==> src/rtl/sensor_frame_filter_if.sv <==
// Receiver-to-filter link: UART byte handshake in, filtered obstacle flags out.
interface sensor_frame_filter_if #(
  parameter int ERR_W = 8
);
  logic [7:0]       data_rec;
  logic             data_ready;
  logic             data_error;
  logic [3:0]       sensor;
  logic             link_up;
  logic             new_frame;
  logic [ERR_W-1:0] err_cnt;

  // Receiver / test side: drives the byte handshake, observes the flags
  modport master (
    output data_rec, data_ready, data_error,
    input  sensor, link_up, new_frame, err_cnt
  );

  // Filter side: consumes the byte handshake, drives the flags
  modport slave (
    input  data_rec, data_ready, data_error,
    output sensor, link_up, new_frame, err_cnt
  );
endinterface

==> src/rtl/sensor_frame_filter.sv <==
// Turns raw UART sensor bytes into debounced obstacle flags, with a link
// watchdog that falls back to "obstacle everywhere" when frames stop arriving.
module sensor_frame_filter #(
  parameter int TIMEOUT_CYCLES = 10_000_000,
  parameter int STABLE_FRAMES  = 3,
  parameter bit BACK_EN        = 1'b0,
  parameter int ERR_W          = 8
) (
  input logic                  clk,
  input logic                  rst,
  sensor_frame_filter_if.slave bus
);

  localparam int         WD_W      = (TIMEOUT_CYCLES > 1) ? $clog2(TIMEOUT_CYCLES) : 1;
  localparam logic [WD_W-1:0] WD_LAST = WD_W'(TIMEOUT_CYCLES - 1);
  localparam logic [3:0] STABLE_M1 = 4'(STABLE_FRAMES - 1);
  localparam logic [3:0] BIT_MASK  = BACK_EN ? 4'b1111 : 4'b0111;
  localparam logic [3:0] SAFE      = BIT_MASK;

  typedef enum logic {
    LINK_DOWN,
    LINK_UP
  } linkState_e;

  logic             s1_q, s2_q, s3_q;
  logic             frameEvt;
  logic             frameEvt_q;
  logic             frameErr_q;
  logic [3:0]       rawBits_q;
  logic             goodFrame;
  logic             badFrame;

  linkState_e       state_q, state_d;
  logic [3:0]       sensor_q, sensor_d;
  logic [3:0][3:0]  cnt_q, cnt_d;
  logic [WD_W-1:0]  wdCnt_q, wdCnt_d;
  logic [ERR_W-1:0] errCnt_q;
  logic             newFrame_q;

  logic             unusedHighBits;

  assign unusedHighBits = ^bus.data_rec[7:4];

  assign frameEvt  = s2_q & ~s3_q;
  assign goodFrame = frameEvt_q & ~frameErr_q;
  assign badFrame  = frameEvt_q & frameErr_q;

  // Resynchronise data_ready, find its rising edge and capture the byte while
  // the receiver is still holding it stable.
  always_ff @(posedge clk or posedge rst) begin
    if (rst) begin
      s1_q       <= 1'b0;
      s2_q       <= 1'b0;
      s3_q       <= 1'b0;
      frameEvt_q <= 1'b0;
      frameErr_q <= 1'b0;
      rawBits_q  <= 4'b0000;
    end else begin
      s1_q       <= bus.data_ready;
      s2_q       <= s1_q;
      s3_q       <= s2_q;
      frameEvt_q <= frameEvt;
      if (frameEvt) begin
        frameErr_q <= bus.data_error;
        rawBits_q  <= bus.data_rec[3:0];
      end
    end
  end

  // Count rejected frames (saturating) and pulse once per accepted frame.
  always_ff @(posedge clk or posedge rst) begin
    if (rst) begin
      errCnt_q   <= '0;
      newFrame_q <= 1'b0;
    end else begin
      newFrame_q <= goodFrame;
      if (badFrame && (errCnt_q != '1)) begin
        errCnt_q <= errCnt_q + ERR_W'(1);
      end
    end
  end

  // Link state, filtered flags, per-bit disagreement counters and watchdog.
  always_ff @(posedge clk or posedge rst) begin
    if (rst) begin
      state_q  <= LINK_DOWN;
      sensor_q <= SAFE;
      cnt_q    <= '0;
      wdCnt_q  <= '0;
    end else begin
      state_q  <= state_d;
      sensor_q <= sensor_d;
      cnt_q    <= cnt_d;
      wdCnt_q  <= wdCnt_d;
    end
  end

  // Next state: a good frame always beats a watchdog expiry in the same cycle;
  // while down the first good frame is trusted as-is so the car reacts at once.
  always_comb begin
    state_d  = state_q;
    sensor_d = sensor_q;
    cnt_d    = cnt_q;
    wdCnt_d  = wdCnt_q;
    case (state_q)
      LINK_DOWN: begin
        wdCnt_d = '0;
        if (goodFrame) begin
          sensor_d = rawBits_q & BIT_MASK;
          cnt_d    = '0;
          state_d  = LINK_UP;
        end
      end
      LINK_UP: begin
        if (goodFrame) begin
          wdCnt_d = '0;
          for (int i = 0; i < 4; i++) begin
            if (BIT_MASK[i]) begin
              if (rawBits_q[i] == sensor_q[i]) begin
                cnt_d[i] = 4'd0;
              end else if (cnt_q[i] == STABLE_M1) begin
                sensor_d[i] = rawBits_q[i];
                cnt_d[i]    = 4'd0;
              end else begin
                cnt_d[i] = cnt_q[i] + 4'd1;
              end
            end
          end
        end else if (wdCnt_q == WD_LAST) begin
          state_d  = LINK_DOWN;
          sensor_d = SAFE;
          cnt_d    = '0;
          wdCnt_d  = '0;
        end else begin
          wdCnt_d = wdCnt_q + 1'b1;
        end
      end
    endcase
  end

  assign bus.sensor    = sensor_q;
  assign bus.link_up   = (state_q == LINK_UP);
  assign bus.new_frame = newFrame_q;
  assign bus.err_cnt   = errCnt_q;

endmodule

==> src/flat_wrapper.sv <==
// flat-port wrapper written by rule: the top's interface ports become plain ports
module sensor_frame_filter_flat 
#(
  parameter int TIMEOUT_CYCLES = 10_000_000,
  parameter int STABLE_FRAMES  = 3,
  parameter bit BACK_EN        = 1'b0,
  parameter int ERR_W          = 8
)
  (clk, rst, bus_data_rec, bus_data_ready, bus_data_error, bus_sensor, bus_link_up, bus_new_frame, bus_err_cnt);
  sensor_frame_filter_if #(.ERR_W(ERR_W)) bus_i ();
  input logic clk;
  input logic rst;
  input wire logic [$bits(bus_i.data_rec)-1:0] bus_data_rec;
  input wire logic [$bits(bus_i.data_ready)-1:0] bus_data_ready;
  input wire logic [$bits(bus_i.data_error)-1:0] bus_data_error;
  output wire logic [$bits(bus_i.sensor)-1:0] bus_sensor;
  output wire logic [$bits(bus_i.link_up)-1:0] bus_link_up;
  output wire logic [$bits(bus_i.new_frame)-1:0] bus_new_frame;
  output wire logic [$bits(bus_i.err_cnt)-1:0] bus_err_cnt;
  assign bus_i.data_rec = bus_data_rec;
  assign bus_i.data_ready = bus_data_ready;
  assign bus_i.data_error = bus_data_error;
  assign bus_sensor = bus_i.sensor;
  assign bus_link_up = bus_i.link_up;
  assign bus_new_frame = bus_i.new_frame;
  assign bus_err_cnt = bus_i.err_cnt;
  sensor_frame_filter #(.TIMEOUT_CYCLES(TIMEOUT_CYCLES), .STABLE_FRAMES(STABLE_FRAMES), .BACK_EN(BACK_EN), .ERR_W(ERR_W)) u_core (.clk(clk), .rst(rst), .bus(bus_i));
endmodule
==> config.mk <==
export PLATFORM = sky130hd
export DESIGN_NAME = sensor_frame_filter_flat
export DESIGN_NICKNAME = d
export VERILOG_FILES = /design/src/rtl/sensor_frame_filter_if.sv /design/src/rtl/sensor_frame_filter.sv /design/src/flat_wrapper.sv
export SDC_FILE = /design/constraint.sdc
export NUM_CORES = 1
export LEC_CHECK = 0
export BUFFER_PORTS_ARGS = -buffer_cell sky130_fd_sc_hd__buf_2
export CELL_PAD_IN_SITES_DETAIL_PLACEMENT = 1
export CELL_PAD_IN_SITES_GLOBAL_PLACEMENT = 1
export CORE_MARGIN = 3
export CORE_UTILIZATION = 50
export DETAILED_ROUTE_END_ITERATION = 6
export HOLD_SLACK_MARGIN = 0.15
export PLACE_DENSITY_LB_ADDON = 0.25
export SLEW_MARGIN = 25
export SYNTH_ARGS = -nofsm -noshare
export SYNTH_HDL_FRONTEND = slang
export SYNTH_SLANG_ARGS = --single-unit
==> constraint.sdc <==
create_clock -name clk -period 4.38 [get_ports clk]
set_clock_uncertainty 0.05 [all_clocks]
set_input_delay 0.438 -clock clk [delete_from_list [all_inputs] [get_ports clk]]
set_output_delay 0.438 -clock clk [all_outputs]
set_load 0.01 [all_outputs]
==> results of run 1 <==
[worst max path at each step]
stage	from	to	slack (ps)	depth (start not counted)
final	u_core.wdCnt_q[0]	u_core.wdCnt_q[18]	2430	5
after global placement	u_core.wdCnt_q[0]	u_core.cnt_q[6]	2510	5
after global routing	u_core.wdCnt_q[0]	u_core.wdCnt_q[18]	2300	5
after detailed placement	u_core.wdCnt_q[0]	u_core.wdCnt_q[18]	2430	5
after floorplan	rst	u_core.bus.err_cnt[0]	2500	1
after CTS	u_core.wdCnt_q[0]	u_core.wdCnt_q[18]	2420	5
[cell type report]
| type | count | area, um^2 | area share, % |
|---|---|---|---|
| repair buffers | 22 | 120 | 3.81 |
| well taps | 70 | 87.6 | 2.78 |
| clock inverters | 3 | 15.0 | 0.477 |
| flip-flops and latches | 57 | 1430 | 45.4 |
| inverters | 11 | 41.3 | 1.31 |
| multi-input cells | 188 | 1290 | 41.0 |
| clock buffers | 12 | 165 | 5.24 |
[cell usage in the layout (no fill, tap or decap), types with 2 or more instances in the layout]
| cell | count |
|---|---|
| a211o_1 | 2 |
| a21o_1 | 2 |
| a21oi_1 | 10 |
| a21oi_2 | 2 |
| a31oi_1 | 2 |
| and2_1 | 4 |
| and3_1 | 4 |
| and4_1 | 5 |
| buf_2 | 19 |
| buf_4 | 2 |
| clkbuf_8 | 12 |
| clkinv_2 | 3 |
| dfrtp_1 | 54 |
| dfstp_2 | 3 |
| ha_1 | 8 |
| inv_1 | 10 |
| mux2_2 | 5 |
| mux2i_1 | 4 |
| nand2_1 | 12 |
| nand2b_1 | 2 |
| nand3_1 | 20 |
| nand4_1 | 7 |
| nor2_1 | 22 |
| nor3_1 | 2 |
| nor3b_1 | 6 |
| o211a_1 | 2 |
| o211ai_1 | 2 |
| o21ai_0 | 10 |
| o2bb2ai_1 | 4 |
| o31ai_1 | 3 |
| or3_1 | 6 |
| or4_1 | 5 |
| xnor2_1 | 5 |
| xor2_1 | 17 |
[worst max-delay path, cell delays in order (launching register included)]
cell	delay (ps)
dfrtp_1	380
ha_1	220
and4_1	410
nand4_2	230
or3_1	410
a21oi_1	170
[logic make-up (layout without fill, tap and decap cells)]
| logic type | after synthesis | after routing |
|---|---|---|
| AND/OR/NAND/NOR | 105 | 105 |
| flip-flops | 57 | 57 |
| AO/OA/AOI/OAI | 43 | 43 |
| buffers and inverters | 18 | 48 |
| multiplexers | 9 | 9 |
| adder cells (fa/ha/maj) | 8 | 8 |
| XOR/XNOR | 22 | 22 |
| other | 1 | 1 |
[synth_stat cells, drive strengths merged]
cell,count
dfstp,3
o21a,1
buf,6
o2bb2ai,4
or3,6
ha,8
and2,4
o211a,2
nand2b,2
nand4,9
xor2,17
or2,1
inv,11
a41oi,1
nand2,12
or3b,1
or4,6
and4,6
a21o,2
o31ai,3
nor4b,1
nor3b,6
nor3,2
o21ai,11
o211ai,2
clkbuf,1
nand3,20
xnor2,5
a21oi,12
nor4,2
mux2i,4
conb,1
a22o,1
dfrtp,54
a31oi,2
and3,4
nor2,22
nor2b,1
a211o,2
mux2,5
[per-stage QoR]
step / instances / total power, uW
2_1_floorplan: 263 / 942
3_3_place_gp: 347 / 1030
3_5_place_dp: 347 / 1050
4_1_cts: 363 / 1510
5_1_grt: 363 / 1590
6_report: 363 / 1490
[registers in the layout (all words and copies together) (netlist names)]
| signal | count |
|---|---|
| u_core.bus.new_frame | 1 |
| u_core.bus.sensor | 3 |
| u_core.rawBits_q | 3 |
| u_core.frameEvt_q | 1 |
| u_core.bus.link_up | 1 |
| u_core.frameErr_q | 1 |
| u_core.s1_q | 1 |
| u_core.s3_q | 1 |
| u_core.s2_q | 1 |
| u_core.bus.err_cnt | 8 |
| u_core.cnt_q | 12 |
| u_core.wdCnt_q | 24 |
[routing by layer]
layer  global-route usage [%]  vias to the layer above  wire (um)
met5                        0                        -          0
met4                     9.63                        0        112
met3                     3.66                       11        146
met2                     30.5                       21       2680
met1                     26.9                     1022       2930
li1                         -                      997          -
[power by group through the flow]
stage / Clock [uW] / Combinational (uW) / Sequential (uW)
global placement: 0 / 278 / 751
floorplan: 0 / 195 / 746
detailed placement: 0 / 296 / 756
finish: 447 / 296 / 750
CTS: 458 / 302 / 747
global route: 486 / 333 / 769
==> results by group, run 1 <==
Run status
  – Status: finished, final reports clean

STA
  – RSZ-0062 raised after global routing: false
  – Slew margin rel.: 51.6%
  – Worst-margin pin slew: 726 ps
  – Setup WS post-layout: 2430 ps
  – Setup-failing EPs final: 0
  – Minimum clock period: 1950 ps
  – Tcrit/Tclk final: 44.5%
  – Slew Viols, Final: 0
  – Setup TNS Final: 0 ps
  – Final Hold Fails: 0
  – WHS: 264 ps
  – FMAX: 0.513 GHz

Finish
  – Synth-to-Final Area Change: 12.1%
  – Fin util: 59.8%
  – Final nets: 309
  – N_diodes: 0
  – Final instance area: 3150 um^2
  – Share of cells above drive strength 1: 18.4%
  – Fillers: 604

Yosys
  – Combinational family with the most area after synthesis: simple AND/OR/NAND/NOR gates
  – Syn Area/Cell: 10.7 um^2
  – Post-Synth XOR/XNOR Area: 6.86%
  – Top post-synthesis cells by area: dfrtp_1 (48%), xor2_1 (5.3%), ha_1 (3.6%)
  – Ys Warns: 0
  – Gate Count Post-Synth: 263
  – Synth Net Count: 283
  – Register area share after synthesis: 50.9%
  – Post-synthesis cell type count: 49
  – Post-synthesis cell area: 2810 um^2
  – Compound-Gate Fraction of Synth Area: 10.2%
  – Synth top area share: 48.1%
  – Area share of and/or/nand/nor cells after synthesis: 21.8%
  – Multiplexer area fraction after synthesis: 3.43%
  – Yosys top cell by area: dfrtp_1
  – Synth Area in Adders: 3.56%
  – Count of state elements after synthesis: 57

Clocking
  – PostCTS Resize Cnt: 0
  – CTS sink count: 57
  – Postcts setup bufs: 0
  – Cts hold-fix bufs: 1
  – CTS Buf Count: 9
  – Worst-case clock buffer depth: 2
  – Clock latency on the worst-skew pair: 330 ps
  – Clock slew at reported path FFs: 60 ps
  – CTS Root Cell: clkbuf_8
  – H-tree depth: 3
  – CTS tree: done

Global routing
  – Gr usage total: 19.8%
  – Global-route wire length before repair: 9880 um
  – Number of global-route vias before repair: 2,113
  – GR Overflow Total: 0
  – Largest net degree at the start of global routing: 58
  – Initial antenna violation count: 0

Floorplan
  – Die area: 6560 um^2
  – Core region area: 5270 um^2
  – # rows: 26
  – Ports: 26
  – Die height: 81.0 um
  – Starting Density: 53.3%
  – Die width: 81.0 um

Pwr
  – Int Power: 1020 uW
  – Comb pwr share: 19.8%
  – Sw Ratio: 31.6%
  – Power Density: 474 nW/um^2
  – Flop pwr share: 50.2%
  – VDD IR max: 0.000313 V
  – Leak: 0.00146 uW
  – Sw power: 472 uW
  – Clock power frac: 29.9%

Setup path
  – Setup CP Type: flip-flop to flip-flop
  – Worst EP arrival: 2150 ps
  – Crit path launch type: flip-flop
  – CP Max Fanout: 8
  – Crit path capture type: flip-flop
  – Crit Reg-Reg Startpoint: u_core.wdCnt_q[0]
  – R2r endpoint: u_core.wdCnt_q[18]
  – Worst Path Required: 4580 ps
  – Reg-to-reg slack, setup: 2430 ps
  – R2r worst-path depth: 5

Detailed routing
  – # DRC: 0
  – Iter 0 DRT Violations: 78
  – Antenna Nets Post-Route: 0
  – Per-cell routed wire length: 16.2 um
  – Vias per cell: 5.65
  – Via count: 2,051
  – Post-Route WL: 5870 um
  – Drt first pass iters: 4

Placement
  – Dpl cell area: 2960 um^2
  – Post-DP HPWL: 3980 um
  – Dpl ws: 2430 ps
  – Port Buf Inserts: 19
  – GPL Wtd Cong: 0.723

Hold path
  – Hold Path Class: primary input to asynchronous set/reset pin

Run
  – Max-Cap Viols: 0
Note: power is estimated with default switching activity, not from simulation.
==> run 2, diff against run 1 <==
Settings changed: CORE_UTILIZATION 50 to 42.
Clock period 4.38 ns to 1.6 ns, I/O delays scaled along.
==> run 2 against run 1 <==
Compared with the run above:
- the run now ends with negative setup slack left
- via count rose by 18%
- critical path depth rose by 1
- critical path type unchanged
- routed wire length rose by 31%
- largest cell class is now multi-input combinational cells
- utilization rose by 1.5 points
- highest routed layer unchanged
- maximum frequency rose by 17%
==> results by group, run 2 (same netlist as run 1, synthesis figures left out) <==
Run status
  – Status: finished with violations
  – Failing checks: negative setup slack

Floorplan
  – Die height: 87.8 um
  – Die width: 87.8 um
  – # rows: 29
  – Die area: 7710 um^2
  – Starting Density: 43.8%
  – Core region area: 6420 um^2
  – Ports: 26

Pwr
  – Leak: 0.00184 uW
  – Flop pwr share: 40.2%
  – Sw Ratio: 31.6%
  – Sw power: 1570 uW
  – Int Power: 3380 uW
  – Clock power frac: 26.9%
  – Comb pwr share: 32.9%
  – Power Density: 1260 nW/um^2
  – Final Power: 4950 uW
  – VDD IR max: 0.00102 V

Hold path
  – Hold depth: 0
  – Hold Path Sink: u_core.s2_q
  – Hold Path Class: flip-flop to flip-flop
  – Hold Crit Start: u_core.s1_q

STA
  – Final Hold Fails: 0
  – RSZ-0062 raised after global routing: true
  – Setup-failing EPs final: 29
  – Slew Viols, Final: 0
  – Minimum clock period: 1670 ps
  – FMAX: 0.598 GHz
  – Setup WS post-layout: -73.2 ps
  – Tcrit/Tclk final: 105%

Global routing
  – GR Util met3: 5.17%
  – Grt peak-use layer: met2
  – M1 GR Usage: 27.8%
  – Number of global-route vias before repair: 2,556
  – Largest net degree at the start of global routing: 43
  – Initial antenna violation count: 0
  – Gr usage total: 21.3%
  – Global-route wire length before repair: 12,600 um
  – Grt met2 use: 34.6%
  – GR Overflow Total: 0

Finish
  – Number of flip-flops in the largest register: 24
  – Synth-to-Final Area Change: 40.0%
  – Non-Filler Instances: 442
  – N_diodes: 0
  – Most common library cell in the layout ignoring fill and taps: buf_4
  – Most frequent cells in the layout: buf_4 (65), dfrtp_1 (54), nor2_1 (22)
  – Final nets: 380
  – Share of cells above drive strength 1: 41.1%
  – Biggest register: u_core.wdCnt_q

Clocking
  – CTS tree: done
  – Worst-case clock buffer depth: 2
  – H-tree depth: 3
  – CTS Root Cell: clkbuf_8
  – Clock latency on the worst-skew pair: 330 ps
  – Clock slew at reported path FFs: 70 ps
  – CTS sink count: 57
  – CTS Buf Count: 9

Setup path
  – Crit-path max cell delay: 400 ps
  – Reg-to-reg slack, setup: -70 ps
  – Critical Path, Cell by Cell: ha_2, and4_4, nand4_1, o21ai_2, buf_6, a21oi_1
  – Worst EP arrival: 1830 ps
  – Setup CP Type: flip-flop to flip-flop
  – R2r endpoint: u_core.wdCnt_q[15]
  – Crit path capture type: flip-flop
  – CP delay by family, top: flip-flops
  – Crit path launch type: flip-flop
  – CP Max Fanout: 15
  – CP bufs+invs: 1
  – Crit Reg-Reg Startpoint: u_core.wdCnt_q[0]
  – Worst Path Required: 1750 ps
  – R2r worst-path depth: 6
  – Worst path slowest cell: dfrtp_1

Detailed routing
  – Vias per cell: 5.48
  – Drt first pass iters: 4
  – Antenna Nets Post-Route: 0
  – Per-cell routed wire length: 17.4 um
  – # DRC: 0
  – Via count: 2,421
  – Iter 0 DRT Violations: 60
  – Post-Route WL: 7700 um

Placement
  – Dpl ws: -173 ps
  – Post-DP HPWL: 4870 um
  – GPL Wtd Cong: 0.744
  – Port Buf Inserts: 19
  – Placed Cells: 410

Run
  – Max-Cap Viols: 0
run 2: cell count changes in the layout (fill, tap and decap cells not counted), moves of 4 or more:
cell,delta
and4_4,+5
and4_1,-4
buf_4,+63
dlygate4sd3_1,+5
ha_1,-4
nor3b_1,-4
run 2: worst max-delay path by stage:
stage                             startpoint            endpoint  slack, ps  cells after the start
after global routing       u_core.wdCnt_q[0]  u_core.wdCnt_q[16]       -160                      6
after global placement    u_core.wdCnt_q[18]     u_core.cnt_q[2]       -140                      5
after detailed placement  u_core.wdCnt_q[18]     u_core.cnt_q[6]       -170                      5
final                      u_core.wdCnt_q[0]  u_core.wdCnt_q[15]        -70                      6
after CTS                    u_core.cnt_q[4]     u_core.cnt_q[6]        -90                      6
after floorplan            u_core.wdCnt_q[5]  u_core.wdCnt_q[21]        -30                      6
run 2: repair_timing:
action,in CTS,in global routing
resized for setup,25,18
hold buffers,6,0
endpoints found under the setup margin,39,42
buffers inserted,6,4
hold endpoints to repair,59,0
pin swaps,18,17
run 2: area by class of cell:
class	instances	area [um^2]
fillers	712	2490
repair buffers	93	686
flip-flops and latches	57	1430
multi-input cells	188	1490
clock inverters	4	45.0
inverters	11	45.0
well taps	77	96.3
clock buffers	12	145
run 2: metal layers:
metal  vias to the layer above  wire length [um]
met2                        36              3910
li1                       1144                 -
met4                         0               139
met5                         -                 0
met3                        14               204
met1                      1227              3450
run 2: through the flow:
| stage | hold WS (ps) | util (%) | cell area (um^2) | TNS [ps] |
|---|---|---|---|---|
| after floorplan | 141 | - | 2840 | -62.2 |
| after global placement | 123 | 53.3 | 3420 | -2330 |
| after detailed placement | 129 | 53.3 | 3420 | -3490 |
| after CTS | 308 | 59.4 | 3820 | -338 |
| after global routing | 323 | 61.3 | 3940 | -3880 |
| final | 309 | 61.3 | 3940 | -1250 |
run 2: power groups by stage:
stage                     Clock [uW]  Combinational, uW  Sequential, uW
after floorplan                    0                555            2050
after global placement             0               1300            1920
after detailed placement           0               1360            1950
after CTS                       1350               1460            1950
after global routing            1440               1800            2030
final                           1330               1630            1990
run 2: worst register-to-register path, cell delays in order (launching register included):
cell and delay, ps:
dfrtp_1 400, ha_2 200, and4_4 250, nand4_1 160, o21ai_2 210, buf_6 200, a21oi_1 80
==> run 3, diff against run 2 <==
Settings changed: CELL_PAD_IN_SITES_DETAIL_PLACEMENT 1 to 0, CELL_PAD_IN_SITES_GLOBAL_PLACEMENT 1 to 2, CORE_UTILIZATION 42 to 35, SKIP_CTS_REPAIR_TIMING set to 1, SKIP_LAST_GASP set to 1.
==> run 3 against run 2 <==
Compared with the run above:
- the flow still finishes with violations (negative setup slack)
- sequential share of layout area is 0.96 points lower
- utilization is 9.2 points lower
- critical endpoint is now u_core.bus.link_up
- maximum frequency is 0.90% higher
- clock power hardly changed
- sequential power is 2% lower
==> results by group, run 3 (same netlist as run 1, synthesis figures left out) <==
Floorplan
  – Starting Density: 36.2%
  – # rows: 32
  – Ports: 26
  – Die height: 95.6 um
  – Die area: 9140 um^2
  – Core region area: 7770 um^2
  – Die width: 95.6 um

Finish
  – Share of cells above drive strength 1: 44.2%
  – Most frequent cells in the layout: buf_4 (68), dfrtp_1 (54), nor2_1 (22)
  – Biggest register: u_core.wdCnt_q
  – Final nets: 388
  – Number of flip-flops in the largest register: 24
  – Synth-to-Final Area Change: 43.8%
  – N_diodes: 0
  – Fillers: 729
  – Most common library cell in the layout ignoring fill and taps: buf_4

Setup path
  – Worst EP arrival: 1830 ps
  – CP Max Fanout: 3
  – Setup CP Type: flip-flop to flip-flop
  – Worst Path Required: 1780 ps
  – Crit path capture type: flip-flop
  – Crit path launch type: flip-flop

Placement
  – GPL Wtd Cong: 0.760
  – Port Buf Inserts: 19
  – Post-DP HPWL: 4550 um

Detailed routing
  – Drt first pass iters: 6
  – Post-Route WL: 6510 um
  – Iter 0 DRT Violations: 56
  – Per-cell routed wire length: 13.7 um
  – Vias per cell: 4.84
  – # DRC: 0
  – Via count: 2,301
  – Antenna Nets Post-Route: 0

Global routing
  – Number of global-route vias before repair: 2,280
  – Gr usage total: 15.3%
  – GR Overflow Total: 0
  – Largest net degree at the start of global routing: 22
  – Global-route wire length before repair: 10,700 um
  – Initial antenna violation count: 0

Clocking
  – Clock latency on the worst-skew pair: 330 ps
  – CTS Root Cell: clkbuf_8
  – H-tree depth: 3
  – CTS Buf Count: 9
  – Worst-case clock buffer depth: 2
  – Clock slew at reported path FFs: 70 ps
  – CTS sink count: 57
  – CTS tree: done

STA
  – FMAX: 0.603 GHz
  – Minimum clock period: 1660 ps
  – Slew Viols, Final: 0
  – Setup-failing EPs final: 28
  – WHS: 299 ps
  – Tcrit/Tclk final: 104%
  – RSZ-0062 raised after global routing: true
  – Final Hold Fails: 0
  – Setup WS post-layout: -58.3 ps
  – Setup TNS Final: -659 ps

Pwr
  – Leak: 0.00189 uW
  – Power Density: 1180 nW/um^2
  – VDD IR max: 0.000478 V

Hold path
  – Hold Path Class: flip-flop to flip-flop

Run status
  – Failing checks: negative setup slack
  – Status: finished with violations

Run
  – Max-Cap Viols: 0
-- run 3: layer usage --
layer | global-route usage, % | wire, um | vias up
li1 | - | - | 1162
met4 | 7.11 | 107 | 0
met2 | 21.5 | 3000 | 20
met3 | 2.92 | 125 | 9
met5 | 0 | 0 | -
met1 | 22.4 | 3270 | 1110
-- run 3: worst max-delay path: stages, from the launching register on --
cell	delay (ps)
dfrtp_1	420
nor4_2	310
buf_4	160
nand3_1	100
or2_2	330
a21o_1	180
-- run 3: path summary, 6_finish.rpt --
kind                                    start  cells past startpoint  slack [ps]              endpoint
max in group asynchronous                 rst                      4         580  u_core.bus.sensor[0]
hold reg to reg                   u_core.s1_q                      0         300           u_core.s2_q
hold / removal                    u_core.s1_q                      0         300           u_core.s2_q
setup reg to reg           u_core.wdCnt_q[14]                      5         -60    u_core.bus.link_up
min in group asynchronous                 rst                      3         350    u_core.wdCnt_q[20]
setup / recovery           u_core.wdCnt_q[14]                      5         -60    u_core.bus.link_up
-- run 3: metrics by stage --
stage	cells	power [uW]	cell area (um^2)	setup slack [ps]	util, %
floorplan	263	2600	2840	-33.3	-
CTS	456	4670	3700	-145	47.6
finish	475	4790	4040	-58.3	52.0
global placement	440	3250	3500	-130	45.1
detailed placement	440	3280	3500	-133	45.1
global route	475	5100	4040	-160	52.0
-- run 3: cell type report --
cell class | instances | area (um^2) | area share [%]
Tap cell | 102 | 128 | 3.16
Multi-Input combinational cell | 188 | 1470 | 36.3
Sequential cell | 57 | 1430 | 35.4
Clock buffer | 11 | 141 | 3.50
Inverter | 11 | 45.0 | 1.11
Clock inverter | 5 | 55.1 | 1.36
Timing Repair Buffer | 101 | 773 | 19.1
-- run 3: power by group --
| group | leakage, uW | switching [uW] | total (uW) | internal (uW) |
|---|---|---|---|---|
| Combinational | 0.00105 | 664 | 1490 | 829 |
| Clock | 0.0000953 | 592 | 1350 | 756 |
| Sequential | 0.000744 | 216 | 1950 | 1730 |
| Total | 0.00189 | 1470 | 4790 | 3320 |
